File: config.mk
export PLATFORM = sky130hd
export DESIGN_NAME = bldc_hall_tracker
export DESIGN_NICKNAME = d
export VERILOG_FILES = /design/src/rtl/bldc_hall_tracker.sv
export SDC_FILE = /design/constraint.sdc
export NUM_CORES = 1
export LEC_CHECK = 0
export CAP_MARGIN = 10
export CORE_ASPECT_RATIO = 1.5
export CORE_MARGIN = 3
export CORE_UTILIZATION = 39
export DETAILED_ROUTE_END_ITERATION = 6
export HOLD_SLACK_MARGIN = 0.03
export PLACE_DENSITY = 0.67
export SLEW_MARGIN = 20
export SYNTH_ARGS = -nofsm -noshare
export SYNTH_HDL_FRONTEND = slang
export SYNTH_SLANG_ARGS = --single-unit
File: constraint.sdc
create_clock -name clk -period 4.1 [get_ports clk]
set_input_delay 0.41 -clock clk [delete_from_list [all_inputs] [get_ports clk]]
set_output_delay 0.41 -clock clk [all_outputs]
set_load 0.01 [all_outputs]
File: src/rtl/bldc_hall_tracker.sv
// Hall-sensor position tracker: sync + glitch filter, signed step count with snapshot/clear,
// direction, saturating error count. Define BLDC_HALL_PERIOD_EN for commutation period / stall timing.
module bldc_hall_tracker #(
  parameter int COUNTER_WIDTH = 16,
  parameter int FILTER_DEPTH  = 4,
  parameter int ERR_WIDTH     = 8,
  parameter int PERIOD_WIDTH  = 20
) (
  input  logic                     clk,
  input  logic                     reset_n,
  input  logic [2:0]               hall,
  input  logic                     sample,
  input  logic                     err_clear,
  output logic [COUNTER_WIDTH-1:0] count,
  output logic [COUNTER_WIDTH-1:0] count_latched,
  output logic                     dir,
  output logic [ERR_WIDTH-1:0]     err_count,
  output logic [PERIOD_WIDTH-1:0]  period,
  output logic                     stalled
);

  localparam int FW = (FILTER_DEPTH < 1) ? 1 : $clog2(FILTER_DEPTH + 1);
  localparam logic [FW-1:0] FDEPTH = FW'(FILTER_DEPTH);
  localparam logic signed [COUNTER_WIDTH-1:0] ONE = COUNTER_WIDTH'(1);

  function automatic logic is_valid(input logic [2:0] h);
    return (h != 3'b000) && (h != 3'b111);
  endfunction

  // Successor of h in the forward sequence 101-100-110-010-011-001.
  function automatic logic [2:0] fwd_next(input logic [2:0] h);
    logic [2:0] n;
    case (h)
      3'b101:  n = 3'b100;
      3'b100:  n = 3'b110;
      3'b110:  n = 3'b010;
      3'b010:  n = 3'b011;
      3'b011:  n = 3'b001;
      3'b001:  n = 3'b101;
      default: n = 3'b000;
    endcase
    return n;
  endfunction

  function automatic logic [ERR_WIDTH-1:0] err_sat_inc(input logic [ERR_WIDTH-1:0] v);
    return (&v) ? v : v + ERR_WIDTH'(1);
  endfunction

  logic [2:0]                      hall_meta, hall_s;
  logic [2:0]                      cand, cand_nxt;
  logic [FW-1:0]                   fcnt, fcnt_nxt;
  logic [2:0]                      hall_f, hall_f_nxt, hall_f_d;
  logic                            primed;
  logic                            changed, new_valid, old_valid;
  logic                            step_fwd, step_rev, err, prime_set;
  logic signed [COUNTER_WIDTH-1:0] count_r, count_step;

  // Stage: two-flop synchroniser
  always_ff @(posedge clk or negedge reset_n) begin
    if (!reset_n) begin
      hall_meta <= '0;
      hall_s    <= '0;
    end else begin
      hall_meta <= hall;
      hall_s    <= hall_meta;
    end
  end

  // hall_f updates on the same edge the stability count reaches FILTER_DEPTH.
  always_comb begin
    cand_nxt = cand;
    fcnt_nxt = fcnt;
    if (hall_s != cand) begin
      cand_nxt = hall_s;
      fcnt_nxt = FW'(1);
    end else if (fcnt != FDEPTH) begin
      fcnt_nxt = fcnt + FW'(1);
    end
    hall_f_nxt = (fcnt_nxt == FDEPTH) ? cand_nxt : hall_f;
  end

  // Stage: glitch filter and edge-detect delay
  always_ff @(posedge clk or negedge reset_n) begin
    if (!reset_n) begin
      cand     <= '0;
      fcnt     <= '0;
      hall_f   <= '0;
      hall_f_d <= '0;
    end else begin
      cand     <= cand_nxt;
      fcnt     <= fcnt_nxt;
      hall_f   <= hall_f_nxt;
      hall_f_d <= hall_f;
    end
  end

  // Leaving an invalid state is silent: the error was charged on entry.
  always_comb begin
    changed   = (hall_f != hall_f_d);
    new_valid = is_valid(hall_f);
    old_valid = is_valid(hall_f_d);
    prime_set = !primed && new_valid;
    step_fwd  = primed && changed && new_valid && old_valid && (fwd_next(hall_f_d) == hall_f);
    step_rev  = primed && changed && new_valid && old_valid && (fwd_next(hall_f) == hall_f_d);
    err       = primed && changed && (!new_valid || (old_valid && !step_fwd && !step_rev));
    count_step = count_r;
    if (step_fwd)      count_step = count_r + ONE;
    else if (step_rev) count_step = count_r - ONE;
  end

  // Stage: count, direction and error registers
  always_ff @(posedge clk or negedge reset_n) begin
    if (!reset_n) begin
      primed        <= 1'b0;
      count_r       <= '0;
      count_latched <= '0;
      dir           <= 1'b0;
      err_count     <= '0;
    end else begin
      if (prime_set) primed <= 1'b1;
      if (sample) begin
        count_latched <= count_step;
        count_r       <= '0;
      end else begin
        count_r       <= count_step;
      end
      if (step_fwd)      dir <= 1'b1;
      else if (step_rev) dir <= 1'b0;
      if (err_clear)     err_count <= err ? ERR_WIDTH'(1) : '0;
      else if (err)      err_count <= err_sat_inc(err_count);
    end
  end

  assign count = count_r;

`ifdef BLDC_HALL_PERIOD_EN
  function automatic logic [PERIOD_WIDTH-1:0] per_sat_inc(input logic [PERIOD_WIDTH-1:0] v);
    return (&v) ? v : v + PERIOD_WIDTH'(1);
  endfunction

  logic [PERIOD_WIDTH-1:0] timer, timer_inc, period_r;
  logic                    stalled_r;

  assign timer_inc = per_sat_inc(timer);

  // Stage: commutation period timer
  always_ff @(posedge clk or negedge reset_n) begin
    if (!reset_n) begin
      timer     <= '0;
      period_r  <= '0;
      stalled_r <= 1'b0;
    end else if (step_fwd || step_rev) begin
      period_r  <= timer_inc;
      timer     <= '0;
      stalled_r <= 1'b0;
    end else begin
      timer <= timer_inc;
      if (&timer_inc) begin
        stalled_r <= 1'b1;
        period_r  <= '1;
      end
    end
  end

  assign period  = period_r;
  assign stalled = stalled_r;
`else
  assign period  = '0;
  assign stalled = 1'b0;
`endif

endmodule

# Yosys cells after proc, flatten, opt, wreduce, memory -nomap -nowiden
# Cells that the tools add are included.
dict set report word_totals {
  register_bits 60
  in_bits 7
  elab_cells 72
}
dict set report classes {
  addsub 4
  n_eq_ne 21
  n_mux 14
  n_reduce_logical 22
}
# op count
set ops {}
lappend ops {{16-bit 2-to-1 mux} 3}
lappend ops {{3-bit case mux with 6 select lines} 2}
lappend ops {{8-bit 2-to-1 mux} 3}
lappend ops {{3-bit == test (second input constant)} 7}
lappend ops {{16-bit by 2-bit adder with 16-bit output (second input constant)} 1}
lappend ops {{16-bit by 2-bit subtractor with 16-bit output (second input constant)} 1}
lappend ops {{3-bit by 2-bit == test with 1-bit output (second input constant)} 4}
lappend ops {{1-bit logical AND} 11}
lappend ops {{3-bit 2-to-1 mux} 3}
lappend ops {{3-bit inequality test (second input constant)} 3}
lappend ops {{8-bit by 1-bit adder with 8-bit output (second input constant)} 1}
lappend ops {{8-bit AND reduction} 1}
lappend ops {{3-bit by 1-bit == test with 1-bit output (second input constant)} 2}
lappend ops {{3-bit == test} 2}
lappend ops {{3-bit inequality test} 2}
lappend ops {{3-bit nonzero test} 2}
lappend ops {{1-bit zero test} 4}
lappend ops {{2-bit nonzero test} 2}
lappend ops {{3-bit by 1-bit adder with 3-bit output (second input constant)} 1}
lappend ops {{1-bit 2-to-1 mux} 3}
lappend ops {{2-bit inequality test (second input constant)} 1}
lappend ops {{2-bit AND reduction} 1}
lappend ops {{1-bit logical OR} 1}

# Longest topological paths before layout
# Gate-level depths: netlist of the first run.
dict set report logic_depth {
  depth_word 12
  depth_mapped 10
  depth_no_buf 7
}

# Least setup slack after synthesis of the first run
# Ideal clock, no wire load.
dict set report synth_timing {
  path_type {flip-flop to flip-flop}
  from {register count_r[2] (netlist: count[2])}
  to {register count_latched[15]}
  t_arrival_ps 1998
  required_time_ps 3956
  path_slack_ps 1959
  path_stages_with_launch 9
  n_path_buf 1
  period_less_slack_ps 2141
  cell_sequence {dfrtp_1 buf_6 or4_1 or3_4 clkinv_2 nand4_4 o32ai_2 xnor2_1 mux2i_1}
}
dict set report synth_via {
  elab_chain_len 3
  word_cells_on_any_way 4
}
# item line_no
set synth_lines {}
lappend synth_lines {{from (decl)} 56} ;# logic signed [COUNTER_WIDTH-1:0] count_r, count_step;
lappend synth_lines {{from (signal assigned)} 125} ;# count_r <= count_step;
lappend synth_lines {{16-bit by 2-bit subtractor with 16-bit output} 108} ;# else if (step_rev) count_step = count_r - ONE;
lappend synth_lines {{16-bit 2-to-1 mux} 108}
lappend synth_lines {{16-bit 2-to-1 mux (*)} 107} ;# if (step_fwd) count_step = count_r + ONE;
lappend synth_lines {{to (signal assigned)} 122} ;# count_latched <= count_step;
lappend synth_lines {{to (decl)} 15} ;# output logic [COUNTER_WIDTH-1:0] count_latched,
# Mark *: on every way between the ends. The rest lies on a longest branch, timed or not.
# A chain may end at the register's enable or synchronous reset.

# Worst setup path after layout of the first run
dict set report layout_timing {
  from {register hall_f[0]}
  to {register err_count[5]}
}
dict set report layout_via {
  elab_chain_len 12
  word_cells_on_any_way 27
}
# item line_no
set layout_lines {}
lappend layout_lines {{from (decl)} 52} ;# logic [2:0] hall_f, hall_f_nxt, hall_f_d;
lappend layout_lines {{from (signal assigned)} 92} ;# hall_f <= hall_f_nxt;
lappend layout_lines {{branches (longest 9 deep; another with 3-bit case mux with 6 select lines)} n/a}
lappend layout_lines {{1-bit logical AND (*)} 105} ;# err = primed && changed && (!new_valid || (old_valid && !step_fwd && !step_rev));
lappend layout_lines {{2-bit nonzero test (no line) (*)} n/a}
lappend layout_lines {{2-bit AND reduction (no line) (*)} n/a}
lappend layout_lines {{to (signal assigned)} 129} ;# if (err_clear) err_count <= err ? ERR_WIDTH'(1) : '0;
lappend layout_lines {{to (signal assigned)} 130} ;# else if (err) err_count <= err_sat_inc(err_count);
lappend layout_lines {{to (decl)} 17} ;# output logic [ERR_WIDTH-1:0] err_count,
# Every way passes the cells marked *.

==> flow_metrics.py, run 1 <==
metrics = {
    "layout": {
        "nets": 380,
        "diodes": 0,
        "layout-drive-gt1-share_pct": 9.65,
        "mostFrequentLayoutCell": "dfrtp_1",
        "final_cell_mix": "60 x dfrtp_1, 46 x clkdlybuf4s50_1, 30 x nor2_1",
        "nFillCells": 738,
        "area_growth_pct": 23.3,
        "post-route-util_pct": 49.8,
    },
    "sta": {
        "timing.slew.headroom_pct": 53.5,
        "fmax_ghz": 0.390,
        "tns_ps": 0,
        "layout_min_cycle_time_ps": 2560,
        "hold_viol": 0,
        "tightest_slew_ps": 696,
        "setup_viol": 0,
        "clock-skew-final_ps": 4.43,
        "rsz0062_at_grt": "no",
        "period_share_pct": 62.5,
        "drv_slew": 0,
    },
    "critical_path": {
        "startpoint_type": "flop",
        "setup.worst_path.start": "hall_f[0]$_DFFE_PN0N_",
        "rr_startpoint": "hall_f[0]$_DFFE_PN0N_",
        "path_class": "reg -> reg",
        "crit_chain": "o21ai_0 > a2bb2oi_1 > mux4_2 > o21bai_1 > nor3_1 > xnor2_1 > nor2_1",
        "worst-path-max-fanout": 20,
        "r2r-end": "err_count[5]$_DFFE_PN0P_",
        "arrival_ps": 2770,
        "max_stage_delay_ps": 690,
        "r2r_slack_ps": 1540,
        "ff2ff_path_depth": 7,
        "cp-endpoint": "err_count[5]$_DFFE_PN0P_",
        "cp_slowest_cell": "dfrtp_1",
        "cp-end-kind": "flop",
        "worstPathRequired_ps": 4300,
    },
    "pwr": {
        "p_clk_share_pct": 30.6,
        "ir_drop_mv": 0.428,
        "power_density_nw_per_um2": 676,
        "swShare_pct": 33.4,
        "p_comb_share_pct": 36.0,
        "p_switching_uw": 906,
        "p_leak_nw": 1.77,
        "internal-power_mw": 1.81,
        "p_seq_share_pct": 33.4,
    },
    "outcome": {
        "status": "complete, no violations",
    },
    "yosys": {
        "synth.avg_cell_area_um2": 9.91,
        "synth_cells": 328,
        "synth_area_um2": 3250,
        "synth_edf_count": 0,
        "synth_cell_types": 55,
        "synthFlopType": "dfrtp_1",
        "yosys-top-cells-area": "dfrtp_1 46%, xnor2_1 5.9%, buf_4 5.3%",
        "synth_top_area_share_pct": 46.2,
        "ys_seq_area_share_pct": 46.2,
        "synthArstFlopShare_pct": 100,
        "yosysWarnings": 0,
        "synth_area_leader_cell": "dfrtp_1",
        "synth-seq-cells": 60,
    },
    "cts": {
        "cts_tree": "yes",
        "cts_buffer_depth": 2,
        "cts_resized": 0,
        "clk_pin_slew_ps": 50,
        "clkSinkCount": 60,
        "cts-root-buf": "clkbuf_16",
        "cts_setup_buffers": 0,
        "holdBufCountCts": 0,
        "h-tree-depth": 3,
        "insertion_delay_ps": 330,
        "numCtsBuffers": 9,
    },
    "floorplan": {
        "dieHeight_um": 118,
        "fp-row-count": 40,
        "die_w_um": 80.6,
        "io_pins": 69,
        "start_util_pct": 40.4,
        "dieArea_um2": 9490,
        "core_area_um2": 8060,
    },
    "global_route": {
        "grt_max_degree": 37,
        "grt_pass1_vias": 2414,
        "grt.total_usage_pct": 15.3,
        "grt_remaining_overflow": 0,
        "antenna_found_initial": 0,
        "grt_pass1_wl_um": 11200,
    },
    "placement": {
        "port_buffers": 47,
        "place.gp.congestion": 0.789,
        "dp_hpwl_um": 4590,
    },
    "routing": {
        "viasPerCell": 4.93,
        "drt_iter0_markers": 124,
        "post_drt_wl_per_cell_um": 13.7,
        "dr.pass1.iters": 4,
        "post-route-drc-count": 0,
        "routed_wl_um": 6560,
        "vias": 2355,
        "ant_nets": 0,
    },
    "hold_path": {
        "hp-class": "in -> async",
    },
    "flow_run": {
        "max_cap_viol_count": 0,
    },
}
metal layers:
metal	GRT usage (%)	routed length (µm)	vias up
met5	0	0	-
met4	6.66	121	0
met3	5.13	304	8
met2	25.2	3360	64
met1	17.8	2770	1126
li1	-	-	1157
kinds of logic (layout without fill, tap and decap cells):
| kind of cell | after synthesis | after routing | share of synthesized area (%) |
|---|---|---|---|
| multiplexers | 17 | 17 | 5.69 |
| flip-flops | 60 | 60 | 46.2 |
| AND/OR/NAND/NOR | 107 | 107 | 17.2 |
| adder cells (fa/ha/maj) | 5 | 5 | 1.92 |
| AO/OA/AOI/OAI | 45 | 45 | 9.93 |
| buffers and inverters | 63 | 88 | 10.9 |
| other | 1 | 21 | 0.115 |
| XOR/XNOR | 30 | 30 | 8.08 |
power by group through the flow:
stage / Sequential (mW) / Combinational, mW / Clock [mW]
floorplan: 0.912 / 0.616 / 0
global placement: 0.909 / 0.956 / 0
detailed placement: 0.912 / 0.978 / 0
CTS: 0.905 / 0.988 / 0.852
global route: 0.932 / 1.08 / 0.875
finish: 0.905 / 0.977 / 0.830
flip-flops by register name, indices dropped and copies added, names as in the netlist:
register / count
primed: 1
hall_s: 3
hall_f_d: 3
err_count: 8
cand: 3
count_latched: 16
fcnt: 3
hall_f: 3
dir: 1
hall_meta: 3
count: 16
critical path: cells and delay by family (launching register included):
family                    cells  cell delay [ps]
and+or+nand+nor               2              190
AOI/OAI and AO/OA             3              900
DFF                           1              690
xor gates and xnor gates      1              170
muxes                         1              480
per-stage QoR:
stage	power [mW]	area, µm²	hold WS [ps]	cells	setup WS (ps)
global route	2.89	4010	105	478	1290
global placement	1.87	3670	332	462	1650
finish	2.71	4010	70.1	478	1540
floorplan	1.53	3330	114	348	1960
CTS	2.75	4010	75.8	478	1540
detailed placement	1.89	3670	336	462	1530
cell usage after synthesis (2+ instances only):
library cell and count:
a21oi_1 8, a31oi_1 2, and2_1 3, and3_1 4, and3_2 2, buf_1 2, buf_2 5, buf_4 23
buf_6 3, clkbuf_1 7, dfrtp_1 60, ha_1 5, inv_1 22, mux2_2 2, mux2i_1 14, nand2_1 16
nand2_2 2, nand2b_1 2, nand3_1 16, nand3b_1 2, nand4_1 5, nor2_1 30, nor2b_1 2, nor3_1 9
nor4bb_1 2, o211a_1 2, o211ai_1 3, o21ai_0 8, o21ai_2 2, o22ai_1 4, o32ai_1 5, or3_1 5
xnor2_1 22, xor2_1 8
layout make-up:
cell class / count / area (µm²) / share of cell area [%]
Sequential cell: 60 / 1500 / 37.4
Multi-Input combinational cell: 225 / 1470 / 36.7
Timing Repair Buffer: 49 / 480 / 12.0
Clock buffer: 12 / 267 / 6.65
Tap cell: 105 / 131 / 3.28
Inverter: 23 / 87.6 / 2.18
Clock inverter: 4 / 70.1 / 1.75
how the worst min path moves through the flow:
stage / startpoint / endpoint / slack (ps) / cells past startpoint
after floorplan: reset_n / cand[0]$_DFF_PN0_ / 110 / 0
final: reset_n / count_latched[12]$_DFFE_PN0P_ / 70 / 1
after detailed placement: hall_meta[0]$_DFF_PN0_ / hall_s[0]$_DFF_PN0_ / 340 / 0
after global routing: reset_n / count_latched[11]$_DFFE_PN0P_ / 100 / 1
after global placement: hall_meta[0]$_DFF_PN0_ / hall_s[0]$_DFF_PN0_ / 330 / 0
after CTS: reset_n / count_latched[12]$_DFFE_PN0P_ / 80 / 1
(Power assumes the default switching activity.)
==> run 2, diff against run 1 <==
- clock period: 4.1 -> 2.4 ns (I/O delays scaled with it)
==> run 2 against run 1 <==
  * Wire length increased by 1.6%
  * Via count increased by 3.9%
  * Combinational power increased by 87%
==> flow_metrics.py, run 2 (same netlist as run 1, synthesis figures left out) <==
metrics = {
    "critical_path": {
        "arrival_ps": 2430,
        "worst-path-max-fanout": 6,
        "worstPathRequired_ps": 2590,
        "cp-end-kind": "flop",
        "startpoint_type": "flop",
        "path_class": "reg -> reg",
        "r2r_slack_ps": 170,
    },
    "placement": {
        "place.gp.congestion": 0.878,
        "place_inst": 473,
        "dp_hpwl_um": 4720,
        "port_buffers": 47,
    },
    "cts": {
        "cts_tree": "yes",
        "insertion_delay_ps": 330,
        "clk_pin_slew_ps": 50,
        "h-tree-depth": 3,
        "clkSinkCount": 60,
        "numCtsBuffers": 9,
        "cts-root-buf": "clkbuf_16",
        "cts_buffer_depth": 2,
    },
    "floorplan": {
        "io_pins": 69,
        "start_util_pct": 40.4,
        "core_area_um2": 8060,
        "dieHeight_um": 118,
        "fp-row-count": 40,
        "die_w_um": 80.6,
        "dieArea_um2": 9490,
    },
    "outcome": {
        "status": "complete, no violations",
    },
    "sta": {
        "period_share_pct": 93.0,
        "hold_viol": 0,
        "timing.slew.headroom_pct": 54.2,
        "timing.hold.ws_ps": 345,
        "layout_min_cycle_time_ps": 2230,
        "setup_viol": 0,
        "clock-skew-final_ps": 8.74,
        "fmax_ghz": 0.448,
        "drv_slew": 0,
        "tightest_slew_ps": 687,
    },
    "layout": {
        "nets": 394,
        "diodes": 0,
        "nFillCells": 754,
        "mostFrequentLayoutCell": "dfrtp_1",
        "fin_cells": 492,
        "layout-drive-gt1-share_pct": 13.2,
        "area_growth_pct": 27.8,
        "final_cell_mix": "58 x dfrtp_1, 46 x clkdlybuf4s50_1, 30 x nor2_1",
    },
    "routing": {
        "met1_length_um": 2780,
        "vias": 2447,
        "routed_wl_um": 6660,
        "post_drt_wl_per_cell_um": 13.5,
        "ant_nets": 0,
        "maxUsedRoutingLayer": "met4",
        "route.met3.wl_um": 298,
        "viasPerCell": 4.97,
        "dr.pass1.iters": 4,
        "drt_iter0_markers": 118,
        "post-route-drc-count": 0,
        "wl_met2_um": 3390,
    },
    "pwr": {
        "p_leak_nw": 1.85,
        "ir_drop_mv": 0.654,
        "p_seq_share_pct": 31.2,
        "internal-power_mw": 3.26,
        "power_density_nw_per_um2": 1170,
        "swShare_pct": 32.6,
        "p_switching_mw": 1.58,
        "p_comb_share_pct": 37.7,
        "p_clk_share_pct": 31.1,
    },
    "flow_run": {
        "max_cap_viol_count": 0,
    },
    "global_route": {
        "grt_pass1_wl_um": 11400,
        "antenna_found_initial": 0,
        "grt_max_degree": 36,
        "grt_pass1_vias": 2423,
        "grt_remaining_overflow": 0,
        "grt.total_usage_pct": 15.3,
    },
    "hold_path": {
        "hp-class": "reg -> reg",
    },
}
[run 2: cell count changes in the layout (fill, tap and decap cells not counted), sizes merged]
cell | before | now
dlygate4sd3 | 0 | 1
bufinv | 2 | 3
clkinv | 3 | 2
buf | 3 | 16
[run 2: final timing paths]
kind	from	to	depth (start not counted)
hold reg to reg	hall_meta[1]$_DFF_PN0_	hall_s[1]$_DFF_PN0_	0
hold / removal	hall_meta[1]$_DFF_PN0_	hall_s[1]$_DFF_PN0_	0
setup / recovery	count[5]$_DFF_PN0_	count_latched[15]$_DFFE_PN0P_	7
min in group asynchronous	reset_n	count[11]$_DFF_PN0_	2
max in group asynchronous	reset_n	hall_f[0]$_DFFE_PN0N_	3
setup reg to reg	count[5]$_DFF_PN0_	count_latched[15]$_DFFE_PN0P_	7
[run 2: area by class of cell]
class	count	area, µm²	area share, %
well taps	105	131	3.16
repair buffers	63	601	14.5
inverters	23	87.6	2.11
clock buffers	12	256	6.17
multi-input cells	225	1480	35.6
clock inverters	4	95.1	2.29
flip-flops and latches	60	1500	36.2
[run 2: metrics by stage]
stage | setup WS (ps) | util [%] | total power [mW] | setup TNS, ps | cell area (µm²)
final | 168 | 51.6 | 4.84 | 0 | 4160
after global placement | 177 | 46.8 | 3.28 | 0 | 3770
after CTS | 84.2 | 51.3 | 4.86 | 0 | 4130
after floorplan | 259 | - | 2.61 | 0 | 3330
after global routing | -8.14 | 51.6 | 5.16 | -8.14 | 4160
after detailed placement | 102 | 46.8 | 3.31 | 0 | 3770
[run 2: timing repair]
action	CTS	global route
setup buffers	0	2
setup endpoints to repair	0	10
endpoints found under the hold margin	29	0
hold buffers	1	0
gates resized for setup	0	3
[run 2: metal layers]
metal	GRT usage (%)	up-vias
met1	18.4	1166
li1	-	1187
met5	0	-
met4	9.51	0
met2	24.5	79
met3	3.29	15
[run 2: power groups by stage]
stage	clock network [mW]	registers [mW]	logic, mW
after floorplan	0	1.56	1.05
after global placement	0	1.52	1.76
after detailed placement	0	1.52	1.78
after CTS	1.54	1.51	1.80
after global routing	1.59	1.55	2.02
final	1.51	1.51	1.83
[run 2: worst max-delay path, stage by stage, from the launching register on]
cell and delay (ps):
dfrtp_1 430, or4_1 550, or3_4 370, clkinv_2 70
nand4_4 110, o32ai_2 280, xnor2_1 190, mux2i_1 100
==> run 3, diff against run 2 <==
- CAP_MARGIN: 10 -> 40
==> results of run 3 <==
Same layout as run 2: the final DEF is identical, and so are final timing and power.
